**config.mk**
```make
export PLATFORM = sky130hd
export DESIGN_NAME = qeciphy_qpll_reset_ctrl_flat
export DESIGN_NICKNAME = d
export VERILOG_FILES = /design/src/rtl/qeciphy_qpll_reset_ctrl_if.sv /design/src/rtl/qeciphy_qpll_reset_ctrl.sv /design/src/flat_wrapper.sv
export SDC_FILE = /design/constraint.sdc
export NUM_CORES = 1
export LEC_CHECK = 0
export BUFFER_PORTS_ARGS = -buffer_cell sky130_fd_sc_hd__buf_2
export CAP_MARGIN = 20
export CORE_MARGIN = 2
export CORE_UTILIZATION = 40
export CTS_BUF_LIST = sky130_fd_sc_hd__clkbuf_8
export CTS_CLUSTER_DIAMETER = 40
export CTS_CLUSTER_SIZE = 20
export DETAILED_ROUTE_END_ITERATION = 7
export PLACE_DENSITY = 0.57
export SLEW_MARGIN = 20
export SYNTH_ARGS = -nofsm -noshare
export SYNTH_HDL_FRONTEND = slang
export SYNTH_SLANG_ARGS = --single-unit
export TNS_END_PERCENT = 50
```
**constraint.sdc**
```tcl
create_clock -name clk_in -period 2.6 [get_ports clk_in]
set_clock_uncertainty 0.15 [all_clocks]
set_input_delay 0.39 -clock clk_in [delete_from_list [all_inputs] [get_ports clk_in]]
set_output_delay 0.39 -clock clk_in [all_outputs]
set_load 0.02 [all_outputs]
```
**src/rtl/qeciphy_qpll_reset_ctrl_if.sv**
```systemverilog
// Status/control bundle between the QPLL reset controller and the QPLL common
// wrapper / channel reset logic.
interface qeciphy_qpll_reset_ctrl_if;
  logic       qplllock_in;
  logic       qpllrefclklost_in;
  logic       reinit_req_in;
  logic       qpllreset_out;
  logic       qpll_ready_out;
  logic [7:0] retry_count_out;
  logic       fault_out;

  modport master (
    output qplllock_in, qpllrefclklost_in, reinit_req_in,
    input  qpllreset_out, qpll_ready_out, retry_count_out, fault_out
  );

  modport slave (
    input  qplllock_in, qpllrefclklost_in, reinit_req_in,
    output qpllreset_out, qpll_ready_out, retry_count_out, fault_out
  );
endinterface

```
**src/rtl/qeciphy_qpll_reset_ctrl.sv**
```systemverilog
// QPLL reset sequencer: pulses QPLL reset, qualifies lock, retries on timeout/loss.
// Optional retry-limit FAULT state enabled by `define QECIPHY_QPLL_RETRY_LIMIT_EN.
module qeciphy_qpll_reset_ctrl #(
  parameter int unsigned RESET_CYCLES  = 64,
  parameter int unsigned LOCK_TIMEOUT  = 65536,
  parameter int unsigned STABLE_CYCLES = 1024,
  parameter int unsigned MAX_RETRIES   = 8
) (
  input  logic clk_in,
  input  logic rst_in,
  qeciphy_qpll_reset_ctrl_if.slave qpll
);

  localparam int unsigned MAX_RS  = (STABLE_CYCLES > RESET_CYCLES) ? STABLE_CYCLES : RESET_CYCLES;
  localparam int unsigned CNT_MAX = (LOCK_TIMEOUT > MAX_RS) ? LOCK_TIMEOUT : MAX_RS;
  localparam int unsigned CW      = $clog2(CNT_MAX) + 1;

  localparam logic [CW-1:0] RESET_LAST   = CW'(RESET_CYCLES - 1);
  localparam logic [CW-1:0] TIMEOUT_LAST = CW'(LOCK_TIMEOUT - 1);
  // The WAIT_LOCK cycle that first saw lock_s is the first stable cycle.
  localparam logic [CW-1:0] STABLE_LAST  = CW'(STABLE_CYCLES - 2);
  localparam logic [7:0]    FAIL_CAP     = 8'(MAX_RETRIES);

  typedef enum logic [2:0] {
    RESET_ASSERT,
    REFCLK_WAIT,
    WAIT_LOCK,
    LOCK_STABLE,
    LOCKED,
    FAULT
  } state_t;

  state_t        state_q, state_d;
  logic [CW-1:0] cnt_q, cnt_d;
  logic [1:0]    lock_sync, lost_sync;
  logic          lock_s, lost_s;
  logic          fail_evt, restart, fault_exit, fail_limit;
  logic          reset_q, reset_d, ready_q, ready_d;
  logic [7:0]    retry_q, retry_d, fail_q, fail_d;

  always_ff @(posedge clk_in or posedge rst_in) begin
    if (rst_in) begin
      lock_sync <= '0;
      lost_sync <= '0;
    end else begin
      lock_sync <= {lock_sync[0], qpll.qplllock_in};
      lost_sync <= {lost_sync[0], qpll.qpllrefclklost_in};
    end
  end

  assign lock_s = lock_sync[1];
  assign lost_s = lost_sync[1];

`ifdef QECIPHY_QPLL_RETRY_LIMIT_EN
  assign fail_limit = ({1'b0, fail_q} + 9'd1) >= {1'b0, FAIL_CAP};
`else
  assign fail_limit = 1'b0;
`endif

  always_ff @(posedge clk_in or posedge rst_in) begin
    if (rst_in) begin
      state_q <= RESET_ASSERT;
      cnt_q   <= '0;
      reset_q <= 1'b1;
      ready_q <= 1'b0;
      retry_q <= '0;
      fail_q  <= '0;
    end else begin
      state_q <= state_d;
      cnt_q   <= cnt_d;
      reset_q <= reset_d;
      ready_q <= ready_d;
      retry_q <= retry_d;
      fail_q  <= fail_d;
    end
  end

  always_comb begin
    state_d    = state_q;
    fail_evt   = 1'b0;
    restart    = 1'b0;
    fault_exit = 1'b0;
    if (state_q == FAULT) begin
      if (qpll.reinit_req_in) begin
        state_d    = RESET_ASSERT;
        fault_exit = 1'b1;
      end
    end else if (lost_s) begin
      state_d = REFCLK_WAIT;
      restart = 1'b1;
    end else if (qpll.reinit_req_in) begin
      state_d = RESET_ASSERT;
      restart = 1'b1;
    end else begin
      case (state_q)
        RESET_ASSERT: if (cnt_q == RESET_LAST) state_d = WAIT_LOCK;
        REFCLK_WAIT:  if (cnt_q == RESET_LAST) state_d = RESET_ASSERT;
        WAIT_LOCK: begin
          if (lock_s)                     state_d  = LOCK_STABLE;
          else if (cnt_q == TIMEOUT_LAST) fail_evt = 1'b1;
        end
        LOCK_STABLE: begin
          if (!lock_s)                   state_d = WAIT_LOCK;
          else if (cnt_q == STABLE_LAST) state_d = LOCKED;
        end
        LOCKED:  if (!lock_s) fail_evt = 1'b1;
        default: state_d = RESET_ASSERT;
      endcase
    end
    if (fail_evt) state_d = fail_limit ? FAULT : RESET_ASSERT;

    if (restart || (state_d != state_q) || (state_d == LOCKED) || (state_d == FAULT))
      cnt_d = '0;
    else
      cnt_d = cnt_q + CW'(1);
  end

  always_comb begin
    reset_d = (state_d == RESET_ASSERT) || (state_d == REFCLK_WAIT) || (state_d == FAULT);
    ready_d = (state_d == LOCKED);
    retry_d = retry_q;
    if (fail_evt && (retry_q != 8'hFF)) retry_d = retry_q + 8'd1;
    fail_d = fail_q;
    if (fault_exit || ((state_d == LOCKED) && (state_q != LOCKED)))
      fail_d = '0;
    else if (fail_evt && (fail_q < FAIL_CAP))
      fail_d = fail_q + 8'd1;
  end

  assign qpll.qpllreset_out   = reset_q;
  assign qpll.qpll_ready_out  = ready_q;
  assign qpll.retry_count_out = retry_q;

`ifdef QECIPHY_QPLL_RETRY_LIMIT_EN
  logic fault_q;

  always_ff @(posedge clk_in or posedge rst_in) begin
    if (rst_in) fault_q <= 1'b0;
    else        fault_q <= (state_d == FAULT);
  end

  assign qpll.fault_out = fault_q;
`else
  assign qpll.fault_out = 1'b0;
`endif

endmodule

```
**src/flat_wrapper.sv**
```systemverilog
// flat-port wrapper written by rule: the top's interface ports become plain ports
module qeciphy_qpll_reset_ctrl_flat 
#(
  parameter int unsigned RESET_CYCLES  = 64,
  parameter int unsigned LOCK_TIMEOUT  = 65536,
  parameter int unsigned STABLE_CYCLES = 1024,
  parameter int unsigned MAX_RETRIES   = 8
)
  (clk_in, rst_in, qpll_qplllock_in, qpll_qpllrefclklost_in, qpll_reinit_req_in, qpll_qpllreset_out, qpll_qpll_ready_out, qpll_retry_count_out, qpll_fault_out);
  qeciphy_qpll_reset_ctrl_if qpll_i ();
  input  logic clk_in;
  input  logic rst_in;
  input wire logic [$bits(qpll_i.qplllock_in)-1:0] qpll_qplllock_in;
  input wire logic [$bits(qpll_i.qpllrefclklost_in)-1:0] qpll_qpllrefclklost_in;
  input wire logic [$bits(qpll_i.reinit_req_in)-1:0] qpll_reinit_req_in;
  output wire logic [$bits(qpll_i.qpllreset_out)-1:0] qpll_qpllreset_out;
  output wire logic [$bits(qpll_i.qpll_ready_out)-1:0] qpll_qpll_ready_out;
  output wire logic [$bits(qpll_i.retry_count_out)-1:0] qpll_retry_count_out;
  output wire logic [$bits(qpll_i.fault_out)-1:0] qpll_fault_out;
  assign qpll_i.qplllock_in = qpll_qplllock_in;
  assign qpll_i.qpllrefclklost_in = qpll_qpllrefclklost_in;
  assign qpll_i.reinit_req_in = qpll_reinit_req_in;
  assign qpll_qpllreset_out = qpll_i.qpllreset_out;
  assign qpll_qpll_ready_out = qpll_i.qpll_ready_out;
  assign qpll_retry_count_out = qpll_i.retry_count_out;
  assign qpll_fault_out = qpll_i.fault_out;
  qeciphy_qpll_reset_ctrl #(.RESET_CYCLES(RESET_CYCLES), .LOCK_TIMEOUT(LOCK_TIMEOUT), .STABLE_CYCLES(STABLE_CYCLES), .MAX_RETRIES(MAX_RETRIES)) u_core (.clk_in(clk_in), .rst_in(rst_in), .qpll(qpll_i));
endmodule
```
# Word level (Yosys, flattened, before mapping)
# Cells that the tools add are included.
dict set report word_totals {
  ff_bits 34
  elab_cells 52
  output_inout_bits 11
}
dict set report op_classes {
  add_sub_neg 2
  reduce_logical 8
  eq_ne 13
  mux 22
}
# cell n
set ops {}
lappend ops {{3-bit 2-to-1 mux} 10}
lappend ops {{17-bit by 1-bit adder with 17-bit output, second input constant} 1}
lappend ops {{17-bit by 10-bit == test with 1-bit output, second input constant} 1}
lappend ops {{17-bit by 16-bit == test with 1-bit output, second input constant} 1}
lappend ops {{17-bit by 6-bit == test with 1-bit output, second input constant} 1}
lappend ops {{17-bit 2-to-1 mux} 1}
lappend ops {{3-bit one-hot mux with 5 select lines} 1}
lappend ops {{3-bit == test, second input constant} 4}
lappend ops {{1-bit 2-to-1 mux} 9}
lappend ops {{8-bit by 1-bit adder with 8-bit output, second input constant} 1}
lappend ops {{8-bit != test, second input constant} 1}
lappend ops {{3-bit by 1-bit == test with 1-bit output, second input constant} 2}
lappend ops {{3-bit by 2-bit == test with 1-bit output, second input constant} 2}
lappend ops {{3-bit zero test} 2}
lappend ops {{1-bit logical OR} 5}
lappend ops {{3-bit != test} 1}
lappend ops {{1-bit one-hot mux with 2 select lines} 1}
lappend ops {{1-bit logical AND} 1}

# Logic depth before layout (Yosys ltp)
# Gate-level depths: netlist (run 1).
dict set report depth {
  ltp_word 13
  mapped_depth 11
  ltp_nobuf 10
}

# Worst setup path before layout (run 1)
# No wires, ideal clock.
dict set report synth_timing {
  kind {register to register}
  from {register u_core.cnt_q[0]}
  to {register u_core.retry_q[1] (netlist: u_core.qpll.retry_count_out[1])}
  n_path_buf 0
  stages_incl_launch_ff 10
  arrival_time_ns 2.544
  path_slack_ns -0.222
  required_ns 2.323
  setup_ns 0.127
  path_cell_list {dfrtp_1 -> ha_1 -> nand3_1 -> nor4_1 -> and3_1 -> ha_1 -> nand2_1 -> o21a_1 -> a311oi_4 -> mux2_1}
}
dict set report synth_between {
  elab_chain_len 8
}
# element line
set synth_rtl {}
lappend synth_rtl {{start: declaration} qeciphy_qpll_reset_ctrl.sv:34} ;# logic [CW-1:0] cnt_q, cnt_d;
lappend synth_rtl {{start signal: assignment} qeciphy_qpll_reset_ctrl.sv:70} ;# cnt_q <= cnt_d;
lappend synth_rtl {{17-bit by 16-bit == test with 1-bit output} qeciphy_qpll_reset_ctrl.sv:100} ;# else if (cnt_q == TIMEOUT_LAST) fail_evt = 1'b1;
lappend synth_rtl {{1-bit 2-to-1 mux} qeciphy_qpll_reset_ctrl.sv:100}
lappend synth_rtl {{1-bit 2-to-1 mux} qeciphy_qpll_reset_ctrl.sv:99} ;# if (lock_s) state_d = LOCK_STABLE;
lappend synth_rtl {{1-bit one-hot mux with 2 select lines} qeciphy_qpll_reset_ctrl.sv:95} ;# case (state_q)
lappend synth_rtl {{1-bit 2-to-1 mux} qeciphy_qpll_reset_ctrl.sv:91} ;# end else if (qpll.reinit_req_in) begin
lappend synth_rtl {{1-bit 2-to-1 mux} qeciphy_qpll_reset_ctrl.sv:88} ;# end else if (lost_s) begin
lappend synth_rtl {{1-bit 2-to-1 mux} qeciphy_qpll_reset_ctrl.sv:83} ;# if (state_q == FAULT) begin
lappend synth_rtl {{1-bit logical AND} qeciphy_qpll_reset_ctrl.sv:122} ;# if (fail_evt && (retry_q != 8'hFF)) retry_d = retry_q + 8'd1;
lappend synth_rtl {{end signal: assignment} qeciphy_qpll_reset_ctrl.sv:73} ;# retry_q <= retry_d;
lappend synth_rtl {{end: declaration} qeciphy_qpll_reset_ctrl.sv:39} ;# logic [7:0] retry_q, retry_d, fail_q, fail_d;
# No other way between the ends.
# A chain may end at the register's enable or synchronous reset.

# Worst setup path after layout (run 1)
dict set report layout_timing {
  from {register u_core.cnt_q[10]}
  to {register u_core.retry_q[1] (netlist: u_core.qpll.retry_count_out[1])}
}
# The elaborated chain is that of the path after synthesis.

==> impl_metrics.ini, run 1 <==
[power_and_ir_drop]
power.density_mw_per_mm2 = 466
p_total_mw = 1.01
irDropWorstVdd_v = 0.000283
p_leak_nw = 0.910

[routing]
vias = 1355
wl_per_cell_um = 14.5
antenna_left = 0
drc_errors = 0
wl_um = 3630
drt_iter0_drc = 59
avgViaCountPerCell = 5.42
firstDrtPassIters = 4

[place]
port-buffer-count = 14
globalplace.congestion = 0.818
place_hpwl_um = 2540

[clock_network]
clockBufferDepth = 2
cts_tree = yes
clk_latency_ns = 0.29
cts_hold_buf = 0
cts_buffers = 5
root_buffer = clkbuf_8
clkTransAtPathRegs_ns = 0.07
cts_sinks = 34
h-tree-depth = 2

[die]
fp.dieW_um = 71.8
rows = 24
die_h_um = 71.8
io-pin-count = 16
dieArea_mm2 = 0.00516
core_area_mm2 = 0.00438
initial_utilization = 0.420

[global_routing]
grt_pass1_vias = 1329
grt.overflow.total = 0
antenna_found_initial = 0
grt_first_pass_wirelength_um = 6090
grt_max_degree = 35
grt.total_usage = 0.153

[yosys]
postSynthAreaPerCell_um2 = 10.9
yosysWarnings = 0
ys.flop_type = dfrtp_1
async_flop_share = 1.00
synth_area_mm2 = 0.00184
synth_cells = 169
syn_nets = 178
synth-edff-count = 0
synth-seq-cells = 34
yosysUniqueCellTypes = 44
synth-seq-area-share = 0.463

[worst_setup_path]
cp.required_ns = 2.62
cp_slowest_stage_delay_ns = 0.43
cp.arrival_ns = 2.48
critPathCaptureType = flop
crit_slowest_cell = dfrtp_1
path_cells = nand2_2 -> nor4_4 -> and3_1 -> ha_1 -> nand2_1 -> o21a_1 -> a311oi_4 -> buf_6 -> mux2_4
critical_path_class = flop to flop
cp-start-kind = flop
crit_fanout = 8

[cells_and_area]
final_common_cell = dfrtp_1
num-nets-final = 206
num-fill-cells = 389
num_antenna_cells = 0
utilization = 0.494
syn2layout_area_growth_pct = 17.7
drive_gt1_frac = 0.338
layout_common_cells = dfrtp_1, nor3_1, buf_2

[sta]
fmax_mhz = 407
grt_setup_unrepaired = false
hold_viol = 0
period_share = 0.946
period_needed_ns = 2.46
fin_tns_setup_ns = 0
final-max-slew-violation-count = 0
setup_violations = 0

[run_status]
outcome = finished clean

[run]
drv_cap = 0

[hold_path]
min_path_type = primary input to async pin
## synthesized netlist by cell type, types with 4 or more instances
master   count  share of area
xnor2_1     11          0.052
ha_1         4          0.027
nor3_2      10          0.054
nand4_1      8          0.027
dfrtp_1     33           0.45
nand3_1      5          0.014
nor3_1      17          0.046
inv_1        6          0.012
xor2_1      10          0.048
and3_1       4          0.014
nand2_1     11          0.022
nor2_1       9          0.018
## path summary, 6_finish.rpt
check                                     from                              to  slack, ns  cells after the start
min in group clk_in           qpll_qplllock_in             u_core.lock_sync[0]       0.07                      1
max in group asynchronous               rst_in       u_core.qpll.qpllreset_out       1.94                      3
setup reg to reg              u_core.cnt_q[10]  u_core.qpll.retry_count_out[1]       0.14                      9
hold reg to reg            u_core.lost_sync[0]             u_core.lost_sync[1]       0.20                      0
setup / recovery              u_core.cnt_q[10]  u_core.qpll.retry_count_out[1]       0.14                      9
hold / removal                          rst_in  u_core.qpll.retry_count_out[2]       0.03                      3
## stage by stage
stage               hold slack [ns]  cells  setup slack, ns  cell area [um2]
global placement              0.182    238            0.161             1980
finish                       0.0318    250            0.140             2170
floorplan                     0.181    169           0.0451             1850
detailed placement            0.187    238           0.0375             1980
global route                 0.0499    250           0.0253             2170
CTS                          0.0395    246           0.0119             2080
## critical path, delay by kind of cell, from the launching register on
family,cells,cell delay (ns)
AOI/OAI and AO/OA,2,0.47
adders and majority gates,1,0.14
buffers and inverters,1,0.17
DFF,1,0.43
muxes,1,0.29
and+or+nand+nor,4,0.71
## power breakdown
part | leakage, nW | internal, mW | switching, mW
combinational | 0.414 | 0.0195 | 0.0424
sequential | 0.450 | 0.535 | 0.00743
clock | 0.0472 | 0.213 | 0.192
total | 0.910 | 0.767 | 0.242
## logic make-up (layout without fill, tap and decap cells)
family	Yosys count	after routing	synth area share
multiplexers	1	1	0.00612
AO/OA/AOI/OAI	13	13	0.0666
XOR/XNOR	21	21	0.0999
buffers and inverters	13	42	0.0537
other	1	1	0.00204
adder cells (fa/ha/maj)	4	4	0.0272
AND/OR/NAND/NOR	82	82	0.281
flip-flops	34	34	0.463
## timing repair
item                                    in CTS  in global routing
buffers inserted                             0                  4
hold endpoints to repair                     0                  0
endpoints found under the setup margin       0                 15
gates resized for setup                      0                 14
## state kept, by name, indices dropped and copies added, names as in the netlist
name,count
u_core.cnt_q,17
u_core.lock_sync,2
u_core.lost_sync,2
u_core.qpll.qpll_ready_out,1
u_core.qpll.qpllreset_out,1
u_core.qpll.retry_count_out,8
u_core.state_q,3
## per-layer routing
metal | up-vias | part of all wire | global-route usage | wire, um
li1 | 658 | - | - | -
met1 | 671 | 0.48 | 0.201 | 1730
met2 | 20 | 0.47 | 0.230 | 1720
met5 | - | 0 | 0 | 0
met4 | 0 | 0.017 | 0.0692 | 63
met3 | 6 | 0.034 | 0.0520 | 122
## final cells by class
type	instances	area, um2	area share
clock buffers	6	82.6	0.0381
clock inverters	2	12.5	0.00578
inverters	6	22.5	0.0104
multi-input cells	122	947	0.437
flip-flops and latches	34	857	0.396
well taps	52	65.1	0.0300
repair buffers	28	179	0.0826
No activity file was read; power rests on OpenSTA's default activity.
==> run 2: changes to the inputs <==
--- a/config.mk
+++ b/config.mk
@@ -7,13 +7,15 @@
 export LEC_CHECK = 0
 export BUFFER_PORTS_ARGS = -buffer_cell sky130_fd_sc_hd__buf_2
 export CAP_MARGIN = 20
+export CELL_PAD_IN_SITES_DETAIL_PLACEMENT = 1
+export CELL_PAD_IN_SITES_GLOBAL_PLACEMENT = 1
 export CORE_MARGIN = 2
 export CORE_UTILIZATION = 40
 export CTS_BUF_LIST = sky130_fd_sc_hd__clkbuf_8
 export CTS_CLUSTER_DIAMETER = 40
 export CTS_CLUSTER_SIZE = 20
 export DETAILED_ROUTE_END_ITERATION = 7
-export PLACE_DENSITY = 0.57
+export PLACE_DENSITY = 0.69
 export SLEW_MARGIN = 20
 export SYNTH_ARGS = -nofsm -noshare
 export SYNTH_HDL_FRONTEND = slang
==> run 2 against run 1 <==
Non-clock buffer count grew 7; hold slack about the same; critical endpoint unchanged; sequential share of layout area down 0.59 points; routed wire length up 17%; core utilization increased by 0.60 points; worst setup slack lost 0.087 ns.
==> impl_metrics.ini, run 2 (synthesized netlist as in run 1, its figures left out) <==
[run_status]
outcome = finished clean

[worst_setup_path]
crit_top_cell = ha_2
crit_fanout = 7
critPathCaptureType = flop
cp.arrival_ns = 2.57
cp_slowest_stage_delay_ns = 0.39
crit_slowest_cell = dfrtp_1
path_cells = ha_2 -> nand3_2 -> nor4_4 -> and3_1 -> ha_2 -> nand2_2 -> o21a_1 -> a311oi_4 -> buf_6 -> mux2_4
critical_path_class = flop to flop
cp.required_ns = 2.62
cp-start-kind = flop
timing.rr.start = u_core.cnt_q[1]
cp-startpoint = u_core.cnt_q[1]

[sta]
grt_setup_unrepaired = true
setup_violations = 0
layout_setup_ws_ns = 0.0535
period_needed_ns = 2.55
final-max-slew-violation-count = 0
fmax_mhz = 393
fin_tns_setup_ns = 0
hold_viol = 0
period_share = 0.979
holdWs_ns = 0.0314

[routing]
top_layer_used = met4
vias = 1386
drt-met1-wl_um = 1940
drt_iter0_drc = 89
wl_um = 4240
wl_met3_um = 110
avgViaCountPerCell = 5.39
drc_errors = 0
antenna_left = 0
wl_met2_um = 2110
firstDrtPassIters = 4
wl_per_cell_um = 16.5

[place]
place_hpwl_um = 2830
globalplace.congestion = 0.779
dp_worst_setup_slack_ns = -0.00778
port-buffer-count = 14

[cells_and_area]
num-nets-final = 213
largest_register = u_core.cnt_q
num-fill-cells = 486
syn2layout_area_growth_pct = 19.1
multi_input_area_um2 = 923
layout_common_cells = dfrtp_1, buf_4, nor3_1
utilization = 0.500
seq_area_um2 = 855
drive_gt1_frac = 0.351
num_antenna_cells = 0
largest_register_ffs = 17
final_common_cell = dfrtp_1

[global_routing]
antenna_found_initial = 0
grt_first_pass_wirelength_um = 7180
grt.total_usage = 0.181
grt_max_degree = 35
grt_pass1_vias = 1464
grt.overflow.total = 0

[clock_network]
clkTransAtPathRegs_ns = 0.07
cts_buffers = 5
cts_tree = yes
clk_latency_ns = 0.29
root_buffer = clkbuf_8
cts_sinks = 34
clockBufferDepth = 2
h-tree-depth = 2

[hold_path]
min_path_type = primary input to async pin

[die]
dieArea_mm2 = 0.00516
rows = 24
fp.dieW_um = 71.8
core_area_mm2 = 0.00438
die_h_um = 71.8
io-pin-count = 16
initial_utilization = 0.420

[power_and_ir_drop]
power.density_mw_per_mm2 = 447
p_leak_nw = 0.952
p_total_mw = 0.979
irDropWorstVdd_v = 0.000262

[run]
drv_cap = 0
[run 2: per-layer routing]
metal,global-route usage,up-vias
met2,0.283,16
met1,0.245,695
li1,-,670
met5,0,-
met4,0.0755,0
met3,0.0394,5
[run 2: worst paths after layout]
| kind | slack (ns) | cells after the start | end |
|---|---|---|---|
| worst min-delay path | 0.03 | 3 | u_core.qpll.retry_count_out[6] |
| worst min register to register | 0.20 | 0 | u_core.lock_sync[1] |
| worst max register to register | 0.05 | 10 | u_core.qpll.retry_count_out[1] |
| max in group asynchronous | 1.94 | 3 | u_core.qpll.qpllreset_out |
| worst max-delay path | 0.05 | 10 | u_core.qpll.retry_count_out[1] |
| min in group clk_in | 0.05 | 1 | u_core.lock_sync[0] |
[run 2: metrics by stage]
| stage | cells | instance area [um2] |
|---|---|---|
| final | 257 | 2190 |
| after global routing | 257 | 2190 |
| after CTS | 248 | 2090 |
| after detailed placement | 237 | 1990 |
| after global placement | 237 | 1990 |
| after floorplan | 169 | 1850 |
[run 2: worst max-delay path: cells and delay by family, from the launching register on]
kind,cells,cell delay [ns]
flops,1,0.39
mux,1,0.29
simple gates,4,0.53
buf+inv,1,0.17
fa+ha+maj,2,0.39
compound gates,2,0.51
[run 2: layout make-up]
class                   count  share of cell area
well taps                  52              0.0297
clock inverters             3             0.00628
repair buffers             35               0.111
flip-flops and latches     34               0.390
inverters                   6              0.0103
clock buffers               5              0.0314
multi-input cells         122               0.421
[run 2: power breakdown]
part / internal, mW / switching (mW)
Combinational: 0.0199 / 0.0405
Sequential: 0.535 / 0.00908
Clock: 0.182 / 0.193
Total: 0.737 / 0.243
[run 2: timing repair]
item | 4_1_cts | 5_1_grt
pin swaps | 1 | 0
buffers inserted | 3 | 9
gates resized for setup | 0 | 10
endpoints found under the setup margin | 1 | 7
hold buffers | 0 | 0
==> run 3: changes to the inputs <==
--- a/config.mk
+++ b/config.mk
@@ -10,12 +10,12 @@
 export CELL_PAD_IN_SITES_DETAIL_PLACEMENT = 1
 export CELL_PAD_IN_SITES_GLOBAL_PLACEMENT = 1
 export CORE_MARGIN = 2
-export CORE_UTILIZATION = 40
+export CORE_UTILIZATION = 37
 export CTS_BUF_LIST = sky130_fd_sc_hd__clkbuf_8
 export CTS_CLUSTER_DIAMETER = 40
 export CTS_CLUSTER_SIZE = 20
 export DETAILED_ROUTE_END_ITERATION = 7
-export PLACE_DENSITY = 0.69
+export PLACE_DENSITY = 0.65
 export SLEW_MARGIN = 20
 export SYNTH_ARGS = -nofsm -noshare
 export SYNTH_HDL_FRONTEND = slang
==> run 3 against run 2 <==
Register-to-register slack better by 0.04 ns; final area up 1.8%; critical endpoint unchanged; die area up 7.7%; fmax up 1.6%; worst setup slack better by 0.040 ns; hold slack better by 0.018 ns; sequential share of layout area down 0.70 points; sequential power about the same; count of clock-buffer cells in the layout up 1; non-clock buffer count unchanged; largest cell class unchanged.
==> impl_metrics.ini, run 3 (synthesized netlist as in run 1, its figures left out) <==
[run_status]
outcome = finished clean

[place]
globalplace.congestion = 0.884
place_hpwl_um = 2880
dpl_cell_area_mm2 = 0.00203
dpl.cell_count = 255
dp_worst_setup_slack_ns = 0.0560
port-buffer-count = 14

[sta]
hold_viol = 0
layout_setup_ws_ns = 0.0935
fmax_mhz = 399
period_needed_ns = 2.51
fin_tns_setup_ns = 0
final-max-slew-violation-count = 0
holdWs_ns = 0.0492
period_share = 0.964
setup_violations = 0

[run]
drv_cap = 0

[cells_and_area]
layout_common_cells = dfrtp_1, buf_4, nor3_1
num-nets-final = 213
drive_gt1_frac = 0.341
final_common_cell = dfrtp_1
final_area_mm2 = 0.00223
largest_register = u_core.cnt_q
utilization = 0.469
largest_register_ffs = 17
num_antenna_cells = 0
fin_cells = 272
syn2layout_area_growth_pct = 21.3

[die]
rows = 25
initial_utilization = 0.387
dieArea_mm2 = 0.00555
io-pin-count = 16
die_h_um = 74.5
fp.dieW_um = 74.5
core_area_mm2 = 0.00475

[power_and_ir_drop]
p_total_mw = 1.01
irDropWorstVdd_v = 0.000210
power.density_mw_per_mm2 = 452
p_leak_nw = 0.950

[worst_setup_path]
cp.required_ns = 2.62
critical_path_class = flop to flop
critPathCaptureType = flop
cp.arrival_ns = 2.52
cp-start-kind = flop
crit_fanout = 8

[routing]
firstDrtPassIters = 4
drc_errors = 0
wl_per_cell_um = 14.8
drt_iter0_drc = 45
antenna_left = 0
wl_um = 4030
vias = 1371
avgViaCountPerCell = 5.04

[clock_network]
h-tree-depth = 2
cts_hold_buf = 0
cts_tree = yes
cts_sinks = 34
clockBufferDepth = 2
cts_buffers = 5
clk_latency_ns = 0.28
clkTransAtPathRegs_ns = 0.07
root_buffer = clkbuf_8

[global_routing]
grt.overflow.total = 0
grt.total_usage = 0.166
grt_first_pass_wirelength_um = 6960
grt_max_degree = 35
grt_pass1_vias = 1491
antenna_found_initial = 0

[hold_path]
min_path_type = primary input to async pin
run 3: repair_timing:
item | CTS | global route
buffers inserted | 0 | 9
endpoints found under the setup margin | 0 | 14
resized for setup | 0 | 9
run 3: power by group:
part           leakage (nW)  switching [mW]  internal, mW  total, mW
registers             0.453         0.00720         0.535      0.542
clock network        0.0472           0.188         0.213      0.400
logic                 0.450          0.0438        0.0214     0.0652
run 3: critical path: stages, from the launching register on:
cell and delay, ns:
dfrtp_1 0.42, nand4_2 0.16, nor4_4 0.29, and3_1 0.19, ha_1 0.15, nand2_1 0.07, o21a_1 0.21, a311oi_4 0.26
buf_6 0.16, mux2_1 0.32
run 3: path summary, 6_finish.rpt:
kind / from / to / slack (ns) / depth (start not counted)
hold reg to reg: u_core.lock_sync[0] / u_core.lock_sync[1] / 0.20 / 0
min in group clk_in: qpll_qplllock_in / u_core.lock_sync[0] / 0.06 / 1
setup / recovery: u_core.cnt_q[7] / u_core.qpll.retry_count_out[1] / 0.09 / 9
setup reg to reg: u_core.cnt_q[7] / u_core.qpll.retry_count_out[1] / 0.09 / 9
hold / removal: rst_in / u_core.cnt_q[2] / 0.05 / 3
max in group asynchronous: rst_in / u_core.qpll.qpllreset_out / 1.91 / 3
run 3: layout make-up:
cell class                      count  area (um2)
Clock buffer                        6        82.6
Clock inverter                      2        12.5
Fill cell                         550        2520
Inverter                            6        22.5
Multi-Input combinational cell    122         932
Sequential cell                    34         855
Tap cell                           67        83.8
Timing Repair Buffer               35         244
run 3: routing by layer:
metal	wire [um]	global-route usage	up-vias
li1	-	-	666
met1	1820	0.205	676
met2	2020	0.284	23
met3	132	0.0407	6
met4	66	0.0536	0
met5	0	0	-
